$ cat config.mk
export PLATFORM = sky130hd
export DESIGN_NAME = ffe_prog_ntap
export DESIGN_NICKNAME = d
export VERILOG_FILES = /design/src/rtl/ffe_prog_ntap.sv
export SDC_FILE = /design/constraint.sdc
export NUM_CORES = 1
export LEC_CHECK = 0
export ABC_AREA = 1
export CAP_MARGIN = 20
export CELL_PAD_IN_SITES_DETAIL_PLACEMENT = 1
export CELL_PAD_IN_SITES_GLOBAL_PLACEMENT = 2
export CORE_MARGIN = 3
export CORE_UTILIZATION = 38
export CTS_CLUSTER_SIZE = 14
export DETAILED_ROUTE_END_ITERATION = 7
export GPL_TIMING_DRIVEN = 0
export HOLD_SLACK_MARGIN = 0.08
export PLACE_DENSITY = 0.8
export SLEW_MARGIN = 20
export SYNTH_ARGS = -nofsm -noshare
export SYNTH_HDL_FRONTEND = slang
export SYNTH_SLANG_ARGS = --single-unit
export TNS_END_PERCENT = 20
$ cat constraint.sdc
create_clock -name clk -period 11.6 [get_ports clk]
set_clock_uncertainty 0.05 [all_clocks]
set_input_delay 2.32 -clock clk [delete_from_list [all_inputs] [get_ports clk]]
set_output_delay 2.32 -clock clk [all_outputs]
set_load 0.005 [all_outputs]
$ cat src/rtl/ffe_prog_ntap.sv
// Programmable N-tap feed-forward equalizer for the TX path.
// Symbols (NRZ or PAM4) shift through a tap line that tracks which taps hold
// real data. Each output is the saturated sum of signed weights times symbols.
// Weights are written into a shadow bank and copied into the active bank in one
// step, so the filter never runs with a half-updated weight set.
module ffe_prog_ntap #(
    parameter int NTAP     = 4,
    parameter int WW       = 6,
    parameter int OW       = 10,
    parameter int MAIN     = 0,
    parameter int RST_MAIN = 16,
    localparam int AW      = (NTAP > 1) ? $clog2(NTAP) : 1
) (
    input  logic                 clk,
    input  logic                 rst,
    input  logic                 en,
    input  logic                 mode,
    input  logic [1:0]           din,
    input  logic                 cfg_valid,
    output logic                 cfg_ready,
    input  logic [AW-1:0]        cfg_addr,
    input  logic signed [WW-1:0] cfg_data,
    input  logic                 cfg_commit,
    output logic                 cfg_err,
    output logic signed [OW-1:0] out_code,
    output logic                 out_valid,
    output logic                 sat
);

    // Fill counter width, holds 0..NTAP
    localparam int CW      = $clog2(NTAP + 1);
    // Each product fits in WW+2 bits (|sym| <= 3); NTAP products add clog2(NTAP).
    // The sum is also kept wider than the output so the clip bounds are representable.
    localparam int SUM_MIN = WW + 3 + $clog2(NTAP);
    localparam int SW      = (SUM_MIN > OW) ? SUM_MIN : OW + 1;

    localparam logic signed [SW-1:0] OUT_MAX = SW'((2 ** (OW - 1)) - 1);
    localparam logic signed [SW-1:0] OUT_MIN = SW'(-(2 ** (OW - 1)));

    localparam logic [0:0] ST_IDLE = 1'b0;
    localparam logic [0:0] ST_PEND = 1'b1;

    logic [0:0]           state;
    logic signed [WW-1:0] shadow  [NTAP];
    logic signed [WW-1:0] active  [NTAP];
    logic signed [2:0]    tap_sym [NTAP];
    logic [NTAP-1:0]      tap_fill;
    logic [CW-1:0]        fill_cnt;
    logic                 mode_q;

    logic                 mode_change;
    logic                 addr_ok;
    logic signed [2:0]    sym_in;
    logic signed [SW-1:0] sum;
    logic signed [OW-1:0] clipped;
    logic                 clip_hit;

    assign mode_change = (mode != mode_q);
    assign addr_ok     = (32'(cfg_addr) < 32'(NTAP));
    assign cfg_ready   = (state == ST_IDLE);

    // Map the incoming symbol to its signed level for the current mode
    always_comb begin
        sym_in = 3'sd0;
        if (mode) begin
            case (din)
                2'b00:   sym_in = -3'sd3;
                2'b01:   sym_in = -3'sd1;
                2'b10:   sym_in = 3'sd1;
                default: sym_in = 3'sd3;
            endcase
        end else begin
            sym_in = din[0] ? 3'sd1 : -3'sd1;
        end
    end

    // Full-precision weighted sum over the filled taps only
    always_comb begin
        sum = '0;
        for (int i = 0; i < NTAP; i++) begin
            if (tap_fill[i]) begin
                sum = sum + SW'(active[i]) * SW'(tap_sym[i]);
            end
        end
    end

    // Clip the sum into the signed output range and flag when that happens
    always_comb begin
        clip_hit = 1'b0;
        clipped  = sum[OW-1:0];
        if (sum > OUT_MAX) begin
            clipped  = OUT_MAX[OW-1:0];
            clip_hit = 1'b1;
        end else if (sum < OUT_MIN) begin
            clipped  = OUT_MIN[OW-1:0];
            clip_hit = 1'b1;
        end
    end

    // Output register: one symbol of latency, frozen while en is low
    always_ff @(posedge clk) begin
        if (rst) begin
            out_code  <= '0;
            out_valid <= 1'b0;
            sat       <= 1'b0;
        end else if (en) begin
            out_code  <= clipped;
            out_valid <= (fill_cnt == CW'(NTAP));
            sat       <= clip_hit;
        end
    end

    // Tap line and fill tracking; a mode change empties the line instead of shifting
    always_ff @(posedge clk) begin
        if (rst) begin
            mode_q   <= mode;
            tap_fill <= '0;
            fill_cnt <= '0;
            for (int i = 0; i < NTAP; i++) begin
                tap_sym[i] <= '0;
            end
        end else begin
            mode_q <= mode;
            if (mode_change) begin
                tap_fill <= '0;
                fill_cnt <= '0;
            end else if (en) begin
                tap_sym[0]  <= sym_in;
                tap_fill[0] <= 1'b1;
                for (int i = 1; i < NTAP; i++) begin
                    tap_sym[i]  <= tap_sym[i-1];
                    tap_fill[i] <= tap_fill[i-1];
                end
                if (fill_cnt != CW'(NTAP)) begin
                    fill_cnt <= fill_cnt + CW'(1);
                end
            end
        end
    end

    // Config FSM: shadow writes in IDLE, atomic shadow-to-active copy on the first enabled edge in PEND
    always_ff @(posedge clk) begin
        if (rst) begin
            state   <= ST_IDLE;
            cfg_err <= 1'b0;
            for (int i = 0; i < NTAP; i++) begin
                shadow[i] <= (i == MAIN) ? WW'(RST_MAIN) : WW'(0);
                active[i] <= (i == MAIN) ? WW'(RST_MAIN) : WW'(0);
            end
        end else begin
            cfg_err <= (state == ST_IDLE) && cfg_valid && !addr_ok;
            case (state)
                ST_IDLE: begin
                    if (cfg_valid && addr_ok) begin
                        shadow[cfg_addr] <= cfg_data;
                    end
                    if (cfg_commit) begin
                        state <= ST_PEND;
                    end
                end
                default: begin
                    if (en) begin
                        for (int i = 0; i < NTAP; i++) begin
                            active[i] <= shadow[i];
                        end
                        state <= ST_IDLE;
                    end
                end
            endcase
        end
    end

endmodule

==> results.py <==
metrics = {
    "logic_synthesis": {
        "synth.top_cell.area_share_pct": 24.9,
        "yosysMostFrequentCell": "nand2_1",
        "seq_area_frac_synth_pct": 31.1,
        "yosys.area.top_type": "edfxtp_1",
        "avgSynthCellArea_um2": 8.14,
        "synthTopCellsByCount": "215 x nand2_1, 172 x inv_1, 91 x nor2_1, 78 x ha_1, 59 x edfxtp_1",
        "synth_ff_type": "edfxtp_1",
        "synth_seq_cells": 81,
        "yosysWarnings": 0,
        "synth_fp_nets": 1017,
        "async_flop_share_pct": 0,
        "netlist_top_cells_area": "edfxtp_1 25%, fa_1 14%, ha_1 14%, nand2_1 11%, inv_1 9.1%",
        "synth_cell_types": 42,
        "synth_cells": 873,
        "synth_area_um2": 7100,
        "synth_edf_count": 59,
    },
    "final_layout": {
        "fill_cells": 2187,
        "area_delta_synth_final_pct": 12.3,
        "regArea_um2": 2210,
        "drive_gt1_share_pct": 6.42,
        "diodes": 0,
        "multi_input_area_um2": 4160,
        "finalNonFillerCells": 1148,
        "nets": 1058,
    },
    "place": {
        "dp_hpwl_mm": 14.3,
        "place_ws_ps": 2410,
        "place_congestion": 0.798,
        "dp.cells": 1132,
        "port_buffers": 28,
    },
    "global_route": {
        "grt_usage_pct": 17.3,
        "grt_pass1_vias": 5971,
        "grt_pass1_wl_mm": 28.5,
        "antenna_found_initial": 0,
        "grt_overflow": 0,
        "grt_max_degree": 18,
    },
    "floorplanning": {
        "coreArea_um2": 18100,
        "pin_count": 30,
        "start_util_pct": 39.1,
        "die_area_um2": 20400,
        "rows": 49,
        "die_w_um": 143,
        "fp.dieH_um": 143,
    },
    "timing": {
        "holdWs_ps": 420,
        "finalMaxSlewViolations": 0,
        "final.setup.tns_ps": 0,
        "max_freq_mhz": 110,
        "finalWorstSetupSlack_ps": 2480,
        "worst_pin_slew_ps": 927,
        "hold_viol_final": 0,
        "relSlewSlack_pct": 37.8,
        "fin_crit_ps": 9120,
        "rsz0062_at_grt": "no",
        "setup_viol": 0,
        "period_share_pct": 78.6,
    },
    "setup_path": {
        "critPathKind": "register to register",
        "crit_path_end_kind": "register",
        "reg2reg_slack_ps": 2480,
        "worstPathArrival_ps": 9330,
        "slowest_delay_ps": 480,
        "crit_family": "adder cells",
        "cp_common_cell": "nand2_1",
        "required_ps": 11810,
        "start_kind": "register",
        "r2r-end": "out_code[7]$_SDFFE_PP0P_",
        "r2r_start": "tap_sym[0][2]$_DFFE_PP_",
        "crit_fanout": 10,
        "r2r_cells": 47,
        "slowest_stage": "fa_1",
        "worst-path-buf-inv": 5,
    },
    "route": {
        "wl_per_cell_um": 14.4,
        "final_antenna_net_count": 0,
        "wirelength_mm": 16.5,
        "first_pass_iters": 4,
        "vias_per_cell": 4.76,
        "drt_iter0_drc": 172,
        "num_vias": 5467,
        "drc": 0,
    },
    "cts": {
        "htree_levels": 3,
        "cts-root-buf": "clkbuf_16",
        "post_cts_resized": 0,
        "cts_tree": "built",
        "clockBufferDepth": 2,
        "path_clk_slew_ps": 60,
        "cts_setup_buffers": 0,
        "postCtsHoldBufs": 0,
        "cts_buffers": 9,
        "insertion_delay_ps": 330,
        "clock-sinks": 81,
    },
    "min_path": {
        "worstHoldPathType": "register to register",
        "hold_path_depth": 2,
        "min_to": "out_code[3]$_SDFFE_PP0P_",
        "hold_start": "out_code[3]$_SDFFE_PP0P_",
    },
    "power_and_ir_drop": {
        "cellLeakagePower_nw": 4.15,
        "p_total_mw": 0.839,
        "vdd_drop_max_mv": 0.106,
        "p_per_area_nw_per_um2": 105,
    },
    "run_status": {
        "status": "completed",
    },
    "flow_run": {
        "drv_cap": 0,
    },
}
## area by class of cell
| cell class | instances | area share (%) |
|---|---|---|
| sequential | 81 | 27.7 |
| timing repair buffer | 30 | 3.75 |
| buffer | 15 | 0.972 |
| inverter | 174 | 8.18 |
| clock inverter | 6 | 0.737 |
| multi-input combinational | 603 | 52.2 |
| clock buffer | 10 | 2.87 |
| tap | 229 | 3.59 |
## logic make-up after synthesis
logic type / synth area share [%]
AOI/OAI and AO/OA: 6.04
other: 0.0528
xor gates and xnor gates: 1.36
DFF: 31.1
and+or+nand+nor: 23.0
adders and majority gates: 27.8
muxes: 0.282
buffers and inverters: 10.3
## tightest hold or removal path, delay by kind of cell (launching register included)
kind / cells / cell delay [ps]
DFF: 1 / 310
AOI/OAI and AO/OA: 1 / 50
and+or+nand+nor: 1 / 60
## placed cells by master (no fill, tap or decap), types with 3 or more instances in the layout
master and count:
clkdlybuf4s50_1 28, dfxtp_1 22, nand4_1 3, edfxtp_1 59, or2_2 17, ha_1 78, nand3_1 33, nand3b_1 4
clkinv_1 3, nor2_1 91, buf_4 3, clkbuf_1 9, a21oi_1 36, xnor2_1 5, nand3_2 8, nand2_2 7
nand2_1 215, clkbuf_16 9, nor3_1 3, fa_1 50, xor2_1 6, inv_1 172, o21ai_0 25
## layer usage
metal	GRT usage, %	share of wire (%)	vias to the layer above
li1	-	-	2800
met1	23.3	49	2608
met2	30.1	48	47
met3	1.98	1.8	12
met4	3.35	1.0	0
met5	0	0	-
## stage by stage
stage,area [um2],utilization (%)
global placement,7670,42.3
CTS,7980,44.0
finish,7980,44.0
detailed placement,7690,42.4
global route,7980,44.0
floorplan,7100,-
## worst max-delay path by stage
stage,from,end,slack [ps],depth (start not counted)
2_1_floorplan,tap_sym[0][2]$_DFFE_PP_,sat$_SDFFE_PP0P_,3490,48
3_3_place_gp,tap_sym[0][2]$_DFFE_PP_,out_code[7]$_SDFFE_PP0P_,2530,47
3_5_place_dp,tap_sym[0][2]$_DFFE_PP_,out_code[7]$_SDFFE_PP0P_,2410,47
4_1_cts,tap_sym[0][2]$_DFFE_PP_,out_code[7]$_SDFFE_PP0P_,2380,47
5_1_grt,tap_sym[0][2]$_DFFE_PP_,out_code[7]$_SDFFE_PP0P_,1750,48
6_report,tap_sym[0][2]$_DFFE_PP_,out_code[7]$_SDFFE_PP0P_,2480,47
## where the power goes
group	switching, mW	internal, mW	total [mW]	leakage (nW)
clock network	0.109	0.165	0.275	0.138
logic	0.136	0.0880	0.224	3.22
registers	0.0122	0.328	0.340	0.793
total	0.258	0.581	0.839	4.15
## sequential cells by signal, indices dropped and copies added, names as in the netlist
name / cells
mode_q: 1
out_code: 10
sat: 1
shadow: 24
out_valid: 1
state: 1
tap_fill: 4
active: 24
fill_cnt: 3
tap_sym: 12
(Power assumes the default switching activity.)
==> edit 1 (config.mk and constraints unchanged) <==
The parameter `NTAP` goes from 4 to 8.
--- a/src/rtl/ffe_prog_ntap.sv
+++ b/src/rtl/ffe_prog_ntap.sv
@@ -5,5 +5,5 @@
 // step, so the filter never runs with a half-updated weight set.
 module ffe_prog_ntap #(
-    parameter int NTAP     = 4,
+    parameter int NTAP     = 8,
     parameter int WW       = 6,
     parameter int OW       = 10,
Ports: changed (resized cfg_addr); port bits go from 30 to 31. The function was not compared with the original's and may differ.
==> edit 1 against the original RTL <==
The flow now finishes with violations (negative setup slack); synthesized cell count increased by 100%; synthesized area increased by 110%; total power increased by 120%; wire length increased by 140%; maximum frequency decreased by 40%; core utilization increased by 3.2 points; design area increased by 120%; first-iteration DRC count increased to 3.0 times the old value; worst setup slack got worse by 6.1 ns; sequential cell count increased by 65; largest power group is now combinational logic; highest routed layer unchanged.
==> edit 1: results (changes against the original RTL) <==
| Metric | Value |
|---|---|
| GR Util met2 | `34.2% (+4.1 points)` |
| Post-Synth XOR/XNOR Area | `2.61% (+1.3 points)` |
| Clock buffer count from CTS | `17 (+8)` |
| Vias per cell | `4.83 (+1.4%)` |
| Crit Path Max Fanout | `5 (-5)` |
| Post-synthesis adder-cell area fraction | `30.5% (+2.7 points)` |
| Clock latency on the worst-skew pair | `0.42 ns (+0.09 ns)` |
| CP max stage cell | `fa_2` |
| Final setup violation count | `11 (+11)` |
| Wire length on met3 | `736 um (+150%)` |
| Number of cells on the critical path | `76 (+62%)` |
| Met3 Resource Use GR | `1.59% (-0.39 points)` |
| Routed length on met2 | `18800 um (+140%)` |
| Largest net degree at the start of global routing | `28 (+10)` |
| P_int | `1190 uW (+110%)` |
| Hpwl dp | `32400 um (+130%)` |
| Post-Route WL | `39400 um (+140%)` |
| Status | `complete, but fails checks` |
| Placed Cells | `2319 (+100%)` |
| Area after DPL | `0.0167 mm2 (+120%)` |
| Hold_sp | `fill_cnt[3]` |
| Power Density | `104 mW/mm2 (-1.5%)` |
| GRT Total Usage | `19.8% (+2.5 points)` |
| P_seq | `622 uW (+83%)` |
| Vias in the first global route | `12600 (+110%)` |
| H-tree Lvls | `4 (+1)` |
| Final worst setup slack | `-3.59 ns (-6.07 ns)` |
| Drt wl/cell | `16.5 um (+15%)` |
| Worst VDD drop | `118 uV (+12%)` |
| Number of port buffers | `29 (+3.6%)` |
| Lkg Pwr | `0.00855 uW (+110%)` |
| NumNets Final | `2168 (+100%)` |
| Count of flip-flops with a built-in enable after synthesis | `119 (+100%)` |
| Fill cells | `4447 (+100%)` |
| Synth top area cells | `edfxtp_1 (24%), fa_1 (16%), ha_1 (15%)` |
| GR Layer Usage met1 | `27.5% (+4.2 points)` |
| Failing checks | `negative setup slack` |
| Tightest Pin Transition | `1.05 ns (+0.126 ns)` |
| Max stage delay on crit path | `0.60 ns (+0.12 ns)` |
| Biggest regs | `active: 48 flops, shadow: 48 flops, tap_sym: 24 flops` |
| Hold path endpoint | `fill_cnt[3]` |
| Sequential share of the synthesized area | `27.9% (-3.2 points)` |
| Pre-CTS WS | `-4.25 ns (-6.66 ns)` |
| First-pass GRT wire length | `65300 um (+130%)` |
-- edit 1: cell count changes after synthesis, sizes merged, moves of 32 or more --
| cell | change |
|---|---|
| a21oi | +37 |
| nand3 | +52 |
| nor2 | +91 |
| edfxtp | +60 |
| ha | +96 |
| or2 | +33 |
| fa | +66 |
| o21ai | +32 |
| inv | +182 |
| nand2 | +153 |
-- edit 1: final cells by class --
cell class | instances | area, um2 | area share [%]
Timing Repair Buffer | 64 | 606 | 3.38
Sequential cell | 146 | 4120 | 23.0
Multi-Input combinational cell | 1242 | 10500 | 58.5
Inverter | 357 | 1340 | 7.48
Buffer | 33 | 144 | 0.804
Tap cell | 511 | 639 | 3.57
Clock inverter | 15 | 154 | 0.859
Clock buffer | 17 | 425 | 2.38
-- edit 1: repair_timing --
| item | CTS | global route |
|---|---|---|
| setup endpoints to repair | 11 | 11 |
| gates resized for setup | 35 | 35 |
| gates cloned | 0 | 1 |
| pin swaps | 28 | 17 |
| setup buffers | 28 | 5 |
==> edit 2 (same flow settings) <==
Without the edit above. Add an input register stage for `mode`, `cfg_valid`, `cfg_addr`, `cfg_data` and `cfg_commit`, without a reset; this delays them by one clock. The other inputs are not delayed to match.
--- a/src/rtl/ffe_prog_ntap.sv
+++ b/src/rtl/ffe_prog_ntap.sv
@@ -41,4 +41,18 @@
     localparam logic [0:0] ST_PEND = 1'b1;
 
+    logic mode_r;
+    logic cfg_valid_q;
+    logic [AW-1:0] cfg_addr_q;
+    logic signed [WW-1:0] cfg_data_q;
+    logic cfg_commit_q;
+
+    always_ff @(posedge clk) begin
+        mode_r       <= mode;
+        cfg_valid_q  <= cfg_valid;
+        cfg_addr_q   <= cfg_addr;
+        cfg_data_q   <= cfg_data;
+        cfg_commit_q <= cfg_commit;
+    end
+
     logic [0:0]           state;
     logic signed [WW-1:0] shadow  [NTAP];
@@ -56,6 +70,6 @@
     logic                 clip_hit;
 
-    assign mode_change = (mode != mode_q);
-    assign addr_ok     = (32'(cfg_addr) < 32'(NTAP));
+    assign mode_change = (mode_r != mode_q);
+    assign addr_ok     = (32'(cfg_addr_q) < 32'(NTAP));
     assign cfg_ready   = (state == ST_IDLE);
 
@@ -63,5 +77,5 @@
     always_comb begin
         sym_in = 3'sd0;
-        if (mode) begin
+        if (mode_r) begin
             case (din)
                 2'b00:   sym_in = -3'sd3;
@@ -114,5 +128,5 @@
     always_ff @(posedge clk) begin
         if (rst) begin
-            mode_q   <= mode;
+            mode_q   <= mode_r;
             tap_fill <= '0;
             fill_cnt <= '0;
@@ -121,5 +135,5 @@
             end
         end else begin
-            mode_q <= mode;
+            mode_q <= mode_r;
             if (mode_change) begin
                 tap_fill <= '0;
@@ -149,11 +163,11 @@
             end
         end else begin
-            cfg_err <= (state == ST_IDLE) && cfg_valid && !addr_ok;
+            cfg_err <= (state == ST_IDLE) && cfg_valid_q && !addr_ok;
             case (state)
                 ST_IDLE: begin
-                    if (cfg_valid && addr_ok) begin
-                        shadow[cfg_addr] <= cfg_data;
+                    if (cfg_valid_q && addr_ok) begin
+                        shadow[cfg_addr_q] <= cfg_data_q;
                     end
-                    if (cfg_commit) begin
+                    if (cfg_commit_q) begin
                         state <= ST_PEND;
                     end
Formal check against the unedited RTL: not equivalent (a bounded check fails within 4 cycles, from zero or initial values and one cycle with rst high).
==> edit 2 against the original RTL <==
Largest cell class unchanged; design area increased by 3.8%; wire length increased by 0.36%; total power increased by 7.1%; sequential share of layout area is 1.6 points higher; sequential cell count is 11 higher; non-clock buffer count unchanged; worst setup slack lost 0.15 ns; clock power is 5% higher; synthesized area grew 3.8%; sequential power grew 12%; first-iteration DRC count decreased by 17%; die area grew 3.6%; critical path depth down 3; synthesized cell count up 2.6%.
==> edit 2: results (changes against the original RTL) <==
| Metric | Value |
|---|---|
| Status | `finished clean` |
| Via count | `5568 (+1.8%)` |
| Sequential share of the synthesized area | `33.0% (+1.9 points)` |
| Post-synthesis adder-cell area fraction | `26.8% (-1.0 points)` |
| GRT Total Usage | `16.8% (-0.46 points)` |
| Setup slack, reg-to-reg | `2.34 ns (-0.15 ns)` |
| Max stage delay on crit path | `0.51 ns (+0.03 ns)` |
| Gate count after technology mapping | `896 (+2.6%)` |
| Max Root-Sink Buffers | `2 (unchanged)` |
| Tightest Pin Transition | `0.943 ns (+0.0159 ns)` |
| Synth top area cells | `edfxtp_1 (24%), fa_1 (14%), ha_1 (13%)` |
| Hpwl dp | `14100 um (-0.96%)` |
| Worst VDD drop | `112 uV (+6.0%)` |
| Synth top cells by count | `nand2_1 (218), inv_1 (173), nor2_1 (90)` |
| Crit Reg-Reg Endpoint | `out_code[5]` |
| Vias per cell | `4.63 (-2.7%)` |
| Clock latency on the worst-skew pair | `0.35 ns (+0.02 ns)` |
| First-pass GRT wire length | `28900 um (+1.3%)` |
| Syn Nets | `1040 (+2.3%)` |
| Placed Cells | `1186 (+4.8%)` |
| Critical path arrival | `9.49 ns (+0.16 ns)` |
| Drt wl/cell | `13.8 um (-4.1%)` |
| Fill cells | `2313 (+5.8%)` |
| Post-Synth XOR/XNOR Area | `1.17% (-0.19 points)` |
| Number of DRC markers in iteration 0 | `142 (-17%)` |
| Post-synthesis compound-gate area fraction | `6.04% (about the same)` |
| Lkg Pwr | `0.00425 uW (+2.3%)` |
## edit 2: cell types whose count changed in the layout (fill, tap and decap cells not counted), sizes merged, moves of 2 or more
cell / delta
nand2: +6
inv: +8
mux2i: -2
dfxtp: +11
or2: +3
o21ai: +2
## edit 2: cell families after synthesis
group | count (synthesis)
flops | 92
compound gates | 79
xor+xnor | 9
buf+inv | 193
fa+ha+maj | 128
simple gates | 394
other cells | 1
## edit 2: critical path, delay by kind of cell, from the launching register on
family | cells | cell delay (ns)
AOI/OAI and AO/OA | 5 | 0.80
xor gates and xnor gates | 1 | 0.34
adders and majority gates | 12 | 4.67
buffers and inverters | 6 | 0.58
DFF | 1 | 0.34
and+or+nand+nor | 20 | 2.40
## edit 2: stage by stage
step           setup WS (ns)  cell area, um2  util [%]  total power [uW]  hold WS, ns
2_1_floorplan           3.34            7370         -               554        0.334
3_3_place_gp            2.33            7980      42.2               613        0.394
3_5_place_dp            2.22            8000      42.3               620        0.403
4_1_cts                 2.21            8280      43.8               912        0.409
5_1_grt                 1.40            8280      43.8               967        0.416
6_report                2.34            8280      43.8               898        0.398
## edit 2: worst min path at each step
stage	start	slack, ns	cells after the start	endpoint
floorplan	mode_r	0.33	0	mode_q
global placement	cfg_commit_q	0.39	2	state
detailed placement	mode_r	0.40	0	mode_q
CTS	mode_r	0.41	0	mode_q
global route	mode_r	0.42	0	mode_q
finish	mode_r	0.40	0	mode_q
## edit 2: final cells by class
cell class	count	area [um2]	area share (%)
Tap cell	260	325	3.93
Buffer	15	68.8	0.831
Inverter	178	668	8.07
Timing Repair Buffer	30	299	3.61
Clock inverter	7	57.6	0.695
Multi-Input combinational cell	611	4210	50.8
Sequential cell	92	2430	29.4
Clock buffer	9	225	2.72
## edit 2: metal layers
metal | track usage [%] | share of wire, % | vias to the layer above
met5 | 0 | 0 | -
met4 | 4.70 | 2.0 | 0
met3 | 2.31 | 2.5 | 21
met2 | 28.0 | 46 | 53
met1 | 23.0 | 49 | 2624
li1 | - | - | 2870
## edit 2: report_power, final
group | switching [uW] | leakage, uW | total (uW) | internal, uW
clock | 140 | 0.000142 | 290 | 150
combinational | 138 | 0.00322 | 228 | 89.9
sequential | 13.1 | 0.000886 | 380 | 367
total | 291 | 0.00425 | 898 | 607
